<file path="config.mk">
export PLATFORM = sky130hd
export DESIGN_NAME = speaker_pcm_filter_flat
export DESIGN_NICKNAME = d
export VERILOG_FILES = /design/src/rtl/speaker_pcm_filter_if.sv /design/src/rtl/speaker_pcm_filter.sv /design/src/flat_wrapper.sv
export SDC_FILE = /design/constraint.sdc
export NUM_CORES = 1
export LEC_CHECK = 0
export ABC_AREA = 0
export BUFFER_PORTS_ARGS = -buffer_cell sky130_fd_sc_hd__buf_2
export CAP_MARGIN = 20
export CORE_MARGIN = 10
export CORE_UTILIZATION = 60
export CTS_BUF_LIST = sky130_fd_sc_hd__clkbuf_16
export CTS_CLUSTER_DIAMETER = 60
export DETAILED_ROUTE_END_ITERATION = 10
export PLACE_DENSITY = 0.79
export SETUP_SLACK_MARGIN = 0.02
export SLEW_MARGIN = 20
export SYNTH_ARGS = -nofsm -noshare
export SYNTH_HDL_FRONTEND = slang
export SYNTH_SLANG_ARGS = --single-unit
</file>
<file path="constraint.sdc">
create_clock -name clk_logic -period 7.7 [get_ports clk_logic]
set_input_delay 1.54 -clock clk_logic [delete_from_list [all_inputs] [get_ports clk_logic]]
set_output_delay 1.54 -clock clk_logic [all_outputs]
set_load 0.005 [all_outputs]
</file>
<file path="src/rtl/speaker_pcm_filter_if.sv">
// PCM sample stream between the speaker filter and the audio mixer.
// The filter drives the sample and its valid flag; the mixer returns ready.
interface speaker_pcm_filter_if #(
    parameter int DATA_WIDTH = 16
);
    logic signed [DATA_WIDTH-1:0] sample_o;
    logic                         sample_valid_o;
    logic                         sample_ready_i;

    modport master (
        output sample_o,
        output sample_valid_o,
        input  sample_ready_i
    );

    modport slave (
        input  sample_o,
        input  sample_valid_o,
        output sample_ready_i
    );
endinterface

</file>
<file path="src/rtl/speaker_pcm_filter.sv">
// Apple II speaker level -> band-limited signed PCM: two-flop synchronizer,
// per-clock one-pole IIR low-pass, decimation on sample_tick_i into a 1-deep output register.
module speaker_pcm_filter #(
    parameter int                           DATA_WIDTH   = 16,
    parameter logic signed [DATA_WIDTH-1:0] AMPLITUDE    = 16'sh1FFF,
    parameter int                           FRAC_BITS    = 8,
    parameter int                           FILTER_SHIFT = 8
) (
    input  logic                    clk_logic,
    input  logic                    system_reset,
    input  logic                    enable,
    input  logic                    speaker_i,
    input  logic                    sample_tick_i,
    speaker_pcm_filter_if.master    pcm,
    output logic                    overrun_o,
    input  logic                    clear_overrun_i
);

    localparam int AW = DATA_WIDTH + FRAC_BITS;
    localparam int XW = AW + 1;

    typedef enum logic {
        EMPTY = 1'b0,
        FULL  = 1'b1
    } state_t;

    logic                         s1_q;
    logic                         s2_q;
    logic signed [AW-1:0]         acc_q;
    logic signed [AW-1:0]         acc_d;
    logic signed [XW-1:0]         target;
    logic signed [XW-1:0]         acc_wide;
    logic signed [XW-1:0]         diff;
    logic signed [XW-1:0]         step;
    logic signed [DATA_WIDTH-1:0] sample_q;
    logic signed [DATA_WIDTH-1:0] sample_d;
    state_t                       state_q;
    state_t                       state_d;
    logic                         overrun_q;
    logic                         overrun_d;
    logic                         load;
    logic                         ovr_set;

    // Filter: diff is one bit wider than acc so the subtraction never wraps.
    always_comb begin
        target = '0;
        if (enable && s2_q) begin
            target = XW'(AMPLITUDE) <<< FRAC_BITS;
        end
        acc_wide = XW'(acc_q);
        diff     = target - acc_wide;
        step     = diff >>> FILTER_SHIFT;
        // Nudge by one LSB once the scaled step vanishes so acc lands exactly on target.
        if (step == '0 && diff != '0) begin
            step = diff[AW] ? '1 : XW'(1);
        end
        acc_d = acc_q + step[AW-1:0];
    end

    always_comb begin
        state_d  = state_q;
        sample_d = sample_q;
        load     = 1'b0;
        ovr_set  = 1'b0;
        unique case (state_q)
            EMPTY: begin
                if (sample_tick_i) begin
                    load    = 1'b1;
                    state_d = FULL;
                end
            end
            FULL: begin
                if (sample_tick_i) begin
                    if (pcm.sample_ready_i) begin
                        load = 1'b1;
                    end else begin
                        ovr_set = 1'b1;
                    end
                end else if (pcm.sample_ready_i) begin
                    state_d = EMPTY;
                end
            end
            default: state_d = EMPTY;
        endcase
        if (load) begin
            sample_d = acc_q[AW-1:FRAC_BITS];
        end
        overrun_d = overrun_q;
        if (ovr_set) begin
            overrun_d = 1'b1;
        end else if (clear_overrun_i) begin
            overrun_d = 1'b0;
        end
    end

    always_ff @(posedge clk_logic) begin
        if (system_reset) begin
            s1_q      <= 1'b0;
            s2_q      <= 1'b0;
            acc_q     <= '0;
            sample_q  <= '0;
            state_q   <= EMPTY;
            overrun_q <= 1'b0;
        end else begin
            s1_q      <= speaker_i;
            s2_q      <= s1_q;
            acc_q     <= acc_d;
            sample_q  <= sample_d;
            state_q   <= state_d;
            overrun_q <= overrun_d;
        end
    end

    assign pcm.sample_o       = sample_q;
    assign pcm.sample_valid_o = (state_q == FULL);
    assign overrun_o          = overrun_q;

endmodule
</file>
<file path="src/flat_wrapper.sv">
// flat-port wrapper written by rule: the top's interface ports become plain ports
module speaker_pcm_filter_flat 
#(
    parameter int                           DATA_WIDTH   = 16,
    parameter logic signed [DATA_WIDTH-1:0] AMPLITUDE    = 16'sh1FFF,
    parameter int                           FRAC_BITS    = 8,
    parameter int                           FILTER_SHIFT = 8
)
  (clk_logic, system_reset, enable, speaker_i, sample_tick_i, overrun_o, clear_overrun_i, pcm_sample_o, pcm_sample_valid_o, pcm_sample_ready_i);
  speaker_pcm_filter_if #(.DATA_WIDTH(DATA_WIDTH)) pcm_i ();
  input  logic clk_logic;
  input  logic system_reset;
  input  logic enable;
  input  logic speaker_i;
  input  logic sample_tick_i;
  output logic overrun_o;
  input  logic clear_overrun_i;
  output wire logic [$bits(pcm_i.sample_o)-1:0] pcm_sample_o;
  output wire logic [$bits(pcm_i.sample_valid_o)-1:0] pcm_sample_valid_o;
  input wire logic [$bits(pcm_i.sample_ready_i)-1:0] pcm_sample_ready_i;
  assign pcm_sample_o = pcm_i.sample_o;
  assign pcm_sample_valid_o = pcm_i.sample_valid_o;
  assign pcm_i.sample_ready_i = pcm_sample_ready_i;
  speaker_pcm_filter #(.DATA_WIDTH(DATA_WIDTH), .AMPLITUDE(AMPLITUDE), .FRAC_BITS(FRAC_BITS), .FILTER_SHIFT(FILTER_SHIFT)) u_core (.clk_logic(clk_logic), .system_reset(system_reset), .enable(enable), .speaker_i(speaker_i), .sample_tick_i(sample_tick_i), .pcm(pcm_i), .overrun_o(overrun_o), .clear_overrun_i(clear_overrun_i));
endmodule
</file>
==> impl_summary.log <==
[metrics] number of endpoints with negative hold slack in the final report: 0
[metrics] Clock transition at path regs: 0.06 ns
[metrics] post-cts resize count: 0
[metrics] remaining global-route overflow: 0
[metrics] maximum buffer depth of the clock tree: 2
[metrics] maximum fanout along the worst path: 10
[metrics] synthesis-to-layout area growth: 9.401%
[metrics] vias after detailed routing: 2871
[metrics] TritonCTS clock tree: yes
[metrics] switching power summed over all nets: approximately 0.00081 W
[metrics] sink count of the clock tree: 44
[metrics] area leader, netlist: sky130_fd_sc_hd__dfxtp_1
[metrics] met3 wirelength from detailed routing: 328 microns
[metrics] Final Net Count: 440
[metrics] Yosys cell types: 55
[metrics] Net Sw Frac: 46.43%
[metrics] maximum level of the CTS H-tree: 2
[metrics] synthesized net count: 427
[metrics] WS Path Type: input port to flop
[metrics] post-synthesis adder-cell area fraction: between 10% and 20%
[metrics] final setup TNS: 0 ns
[metrics] antenna violation net count after detailed routing: 0
[metrics] mapped cell area: 3114 sq um
[metrics] Final Slew Violations: 0
[metrics] post-layout instance area: 3407 sq um
[metrics] pin count of the biggest net entering global routing: 45
[metrics] cell area after placement: 3239 sq um
[metrics] Clk Latency, worst-skew pair: 0.28 ns
[metrics] Initial Utilization: 61.37%
[metrics] buffer cell driving the clock tree root: sky130_fd_sc_hd__clkbuf_16
[metrics] final WL: 7.350 mm
[metrics] routed vias/inst: 5.994
[metrics] worst hold slack: between 0.4 and 0.5 ns
[metrics] critical path required time: 7.84 ns
[metrics] first-pass iteration count of the detailed router: 4
[metrics] Relative slew margins: 30.41%
[metrics] post-synthesis area per instance: 7.884 sq um
[metrics] half-perimeter wire length after detailed placement: 5.540 mm
[metrics] Most used DFF post-synth: sky130_fd_sc_hd__dfxtp_1
[metrics] min-delay worst type: flop to flop
[metrics] floorplan die height: roughly 92 microns
[metrics] CP arrival: 6.52 ns
[metrics] area of the core region: 5075 sq um
[metrics] number of buffers created by CTS: 5
[metrics] Compound-Gate Fraction of Synth Area: 22.54%
[metrics] DR DRC count: 0
[metrics] leakage component of the power: 1.403 nW
[metrics] Hold Buf Count CTS: 0
[metrics] port buffer count: 24
[metrics] fraction of synthesized cell area in xor and xnor cells: 9.281%
[metrics] post-synthesis simple-gate area fraction: 25.23%
[metrics] antenna violations before repair: 0
[metrics] number of setup buffers added after CTS: 0
[metrics] nature of the critical path startpoint: input port
[metrics] number of violations reported at the end of detailed-routing iteration 0: 182
[metrics] portion of total power attributed to combinational logic: between 60% and 70%
[metrics] portion of total power attributed to the clock network: around 14%
[metrics] run status: finished, final reports clean
[metrics] cell with the most instances after synthesis: sky130_fd_sc_hd__nand2_1
[metrics] most area-consuming cells after synthesis: sky130_fd_sc_hd__dfxtp_1 28%, sky130_fd_sc_hd__ha_1 9.6%, sky130_fd_sc_hd__a21oi_1 6.6%
[metrics] top-area cell type share of the netlist area: 28.28%
[metrics] routed length on met2: 3.568 mm
[metrics] timing-limited maximum frequency: 156.8 MHz
[metrics] count of endpoints failing setup in the final report: 0
[metrics] maximum clock skew at final layout: between 0.006 and 0.007 ns
[metrics] I/O pin count: 25
[metrics] fraction of the core area covered by cells at the end of the flow: about two thirds
[metrics] post-route worst setup slack: 1.321 ns
[metrics] number of instances on the worst hold path: 2
[metrics] Least-Margin Pin Slew: 1.042 ns
[metrics] die width: 92.05 microns
[metrics] gate count after technology mapping: 395
[metrics] Internal Power: about 0.00093 W
[metrics] wire length of the first global-routing pass: 12.63 mm
[metrics] synthesized flop and latch total: 44
[metrics] maximum vdd drop: 287.6 uV
[metrics] total global routing track utilization: 17.29%
[metrics] Reg2Reg Depth: 19
[metrics] uppermost layer routed: met4
[metrics] placer congestion estimate: 0.9614
[metrics] power density of the placed cells: between 500 and 600 nW/um^2
[metrics] most used standard cells in the synthesized netlist: 54 x sky130_fd_sc_hd__nand2_1, 44 x sky130_fd_sc_hd__dfxtp_1, 41 x sky130_fd_sc_hd__a21oi_1
[metrics] Met1 Wirelength: roughly 3.3 mm
[metrics] main combinational cell family by area after synthesis: simple AND/OR/NAND/NOR gates
[metrics] sort of element at the end of the critical path: flop
[metrics] share of synthesized flip-flops with an asynchronous set or reset: 0%
[metrics] portion of the post-synthesis area used by sequential elements: ~28%
[metrics] number of max-cap violations: 0
[metrics] time the final worst path needs with I/O delays and setup: 6.379 ns
[metrics] drt wl/cell: 15.34 microns
[metrics] Total Die Area: around 8500 sq um
[metrics] ANT cells: 0
[metrics] mux share of post-synthesis cell area: less than 1%
[metrics] sequential power share: 24.7%
[metrics] ratio of final minimum period to clock period: around 83%
[metrics] fraction of layout instances using a drive strength above 1: 10.02%
[metrics] Yosys Warn Count: 0
[metrics] unrepaired setup endpoints after global routing: no
[metrics] EDFF count, synth: 0
[metrics] via count of the first global-routing pass: 2679
[metrics] Setup WS pre-CTS: 1.078 ns
[metrics] standard-cell rows: 26
placed cells by master (no fill, tap or decap), types with 2 or more instances in the layout:
cell / Yosys / routed
sky130_fd_sc_hd__nand2_1: 54 / 54
sky130_fd_sc_hd__dfxtp_1: 44 / 44
sky130_fd_sc_hd__a21oi_1: 41 / 41
sky130_fd_sc_hd__nor2_1: 35 / 35
sky130_fd_sc_hd__ha_1: 24 / 24
sky130_fd_sc_hd__buf_2: 5 / 24
sky130_fd_sc_hd__xnor2_1: 22 / 22
sky130_fd_sc_hd__o21ai_0: 14 / 14
sky130_fd_sc_hd__a21o_1: 12 / 12
sky130_fd_sc_hd__xor2_1: 11 / 11
sky130_fd_sc_hd__nand3_1: 10 / 10
sky130_fd_sc_hd__inv_1: 9 / 9
sky130_fd_sc_hd__nand4_1: 9 / 9
sky130_fd_sc_hd__nor2b_1: 9 / 9
sky130_fd_sc_hd__nor3_1: 8 / 8
sky130_fd_sc_hd__a211oi_1: 7 / 7
sky130_fd_sc_hd__nand2b_1: 7 / 7
sky130_fd_sc_hd__or3_1: 5 / 5
sky130_fd_sc_hd__clkbuf_16: 0 / 5
sky130_fd_sc_hd__o21bai_1: 4 / 4
sky130_fd_sc_hd__and2_1: 3 / 3
sky130_fd_sc_hd__o211ai_1: 3 / 3
sky130_fd_sc_hd__o31ai_1: 3 / 3
sky130_fd_sc_hd__or4_1: 3 / 3
sky130_fd_sc_hd__and3_1: 3 / 3
sky130_fd_sc_hd__o21a_1: 3 / 3
sky130_fd_sc_hd__nor4_4: 2 / 2
sky130_fd_sc_hd__mux2i_1: 2 / 2
sky130_fd_sc_hd__a211o_1: 2 / 2
sky130_fd_sc_hd__o32ai_1: 2 / 2
sky130_fd_sc_hd__a31oi_1: 2 / 2
sky130_fd_sc_hd__a2111oi_0: 2 / 2
sky130_fd_sc_hd__or4_4: 2 / 2
cell families (layout without fill, tap and decap cells):
family | count (synthesis) | count (layout)
simple gates | 155 | 155
compound gates | 109 | 109
flops | 44 | 44
xor+xnor | 33 | 33
buf+inv | 27 | 41
fa+ha+maj | 25 | 25
mux | 2 | 2
worst max-delay path: stages:
cell and delay (ns):
sky130_fd_sc_hd__buf_2 0.12, sky130_fd_sc_hd__and2_1 0.28, sky130_fd_sc_hd__a32oi_2 0.25, sky130_fd_sc_hd__o21ai_1 0.13
sky130_fd_sc_hd__nor3b_2 0.17, sky130_fd_sc_hd__or4_4 0.55, sky130_fd_sc_hd__or4_4 0.52, sky130_fd_sc_hd__nor4b_2 0.22
sky130_fd_sc_hd__a31o_1 0.20, sky130_fd_sc_hd__ha_1 0.20, sky130_fd_sc_hd__inv_1 0.07, sky130_fd_sc_hd__fa_1 0.38
sky130_fd_sc_hd__nor2b_1 0.21, sky130_fd_sc_hd__o2111ai_1 0.15, sky130_fd_sc_hd__a21oi_1 0.28, sky130_fd_sc_hd__o221ai_1 0.28
sky130_fd_sc_hd__o311ai_0 0.51, sky130_fd_sc_hd__o21ai_0 0.21, sky130_fd_sc_hd__xor2_1 0.17, sky130_fd_sc_hd__nor2_1 0.07
state kept, by name (all words and copies together), names as in the netlist:
name	count
u_core.s2_q	1
u_core.acc_q	24
u_core.pcm.sample_valid_o	1
u_core.overrun_o	1
u_core.pcm.sample_o	16
u_core.s1_q	1
cell type report:
| class | count | area, sq um |
|---|---|---|
| Clock inverter | 3 | 42.54 |
| Tap cell | 70 | 87.58 |
| Sequential cell | 44 | 880.8 |
| Fill cell | 442 | 1668 |
| Clock buffer | 5 | 125.1 |
| Inverter | 9 | 33.78 |
| Multi-Input combinational cell | 324 | 2117 |
| Timing Repair Buffer | 24 | 120.1 |
final timing paths:
kind / from / endpoint / slack [ns]
worst max-delay path: enable / u_core.acc_q[22]$_SDFF_PP0_ / 1.32
worst min register to register: u_core.pcm.sample_o[5]$_SDFFE_PP0P_ / u_core.pcm.sample_o[5]$_SDFFE_PP0P_ / 0.45
worst max register to register: u_core.acc_q[8]$_SDFF_PP0_ / u_core.acc_q[22]$_SDFF_PP0_ / 2.18
worst min-delay path: u_core.pcm.sample_o[5]$_SDFFE_PP0P_ / u_core.pcm.sample_o[5]$_SDFFE_PP0P_ / 0.45
power by group through the flow:
stage          sequential (W)  combinational [W]  clock [W]
2_1_floorplan        0.000365           0.000910          0
3_3_place_gp         0.000430            0.00103          0
3_5_place_dp         0.000431            0.00106          0
4_1_cts              0.000426            0.00106   0.000244
5_1_grt              0.000441            0.00123   0.000254
6_report             0.000431            0.00107   0.000242
per-layer routing:
layer  global-route usage [%]  vias up
met5                        0        -
met4                    5.527        0
met3                    3.341       20
li1                         -     1447
met2                    28.47       70
met1                    22.13     1334
per-stage QoR:
step | total power [W] | cells
2_1_floorplan | 0.001275 | 395
3_3_place_gp | 0.001458 | 471
3_5_place_dp | 0.001488 | 471
4_1_cts | 0.001734 | 479
5_1_grt | 0.001921 | 479
6_report | 0.001741 | 479
Note: power is estimated with default switching activity, not from simulation.
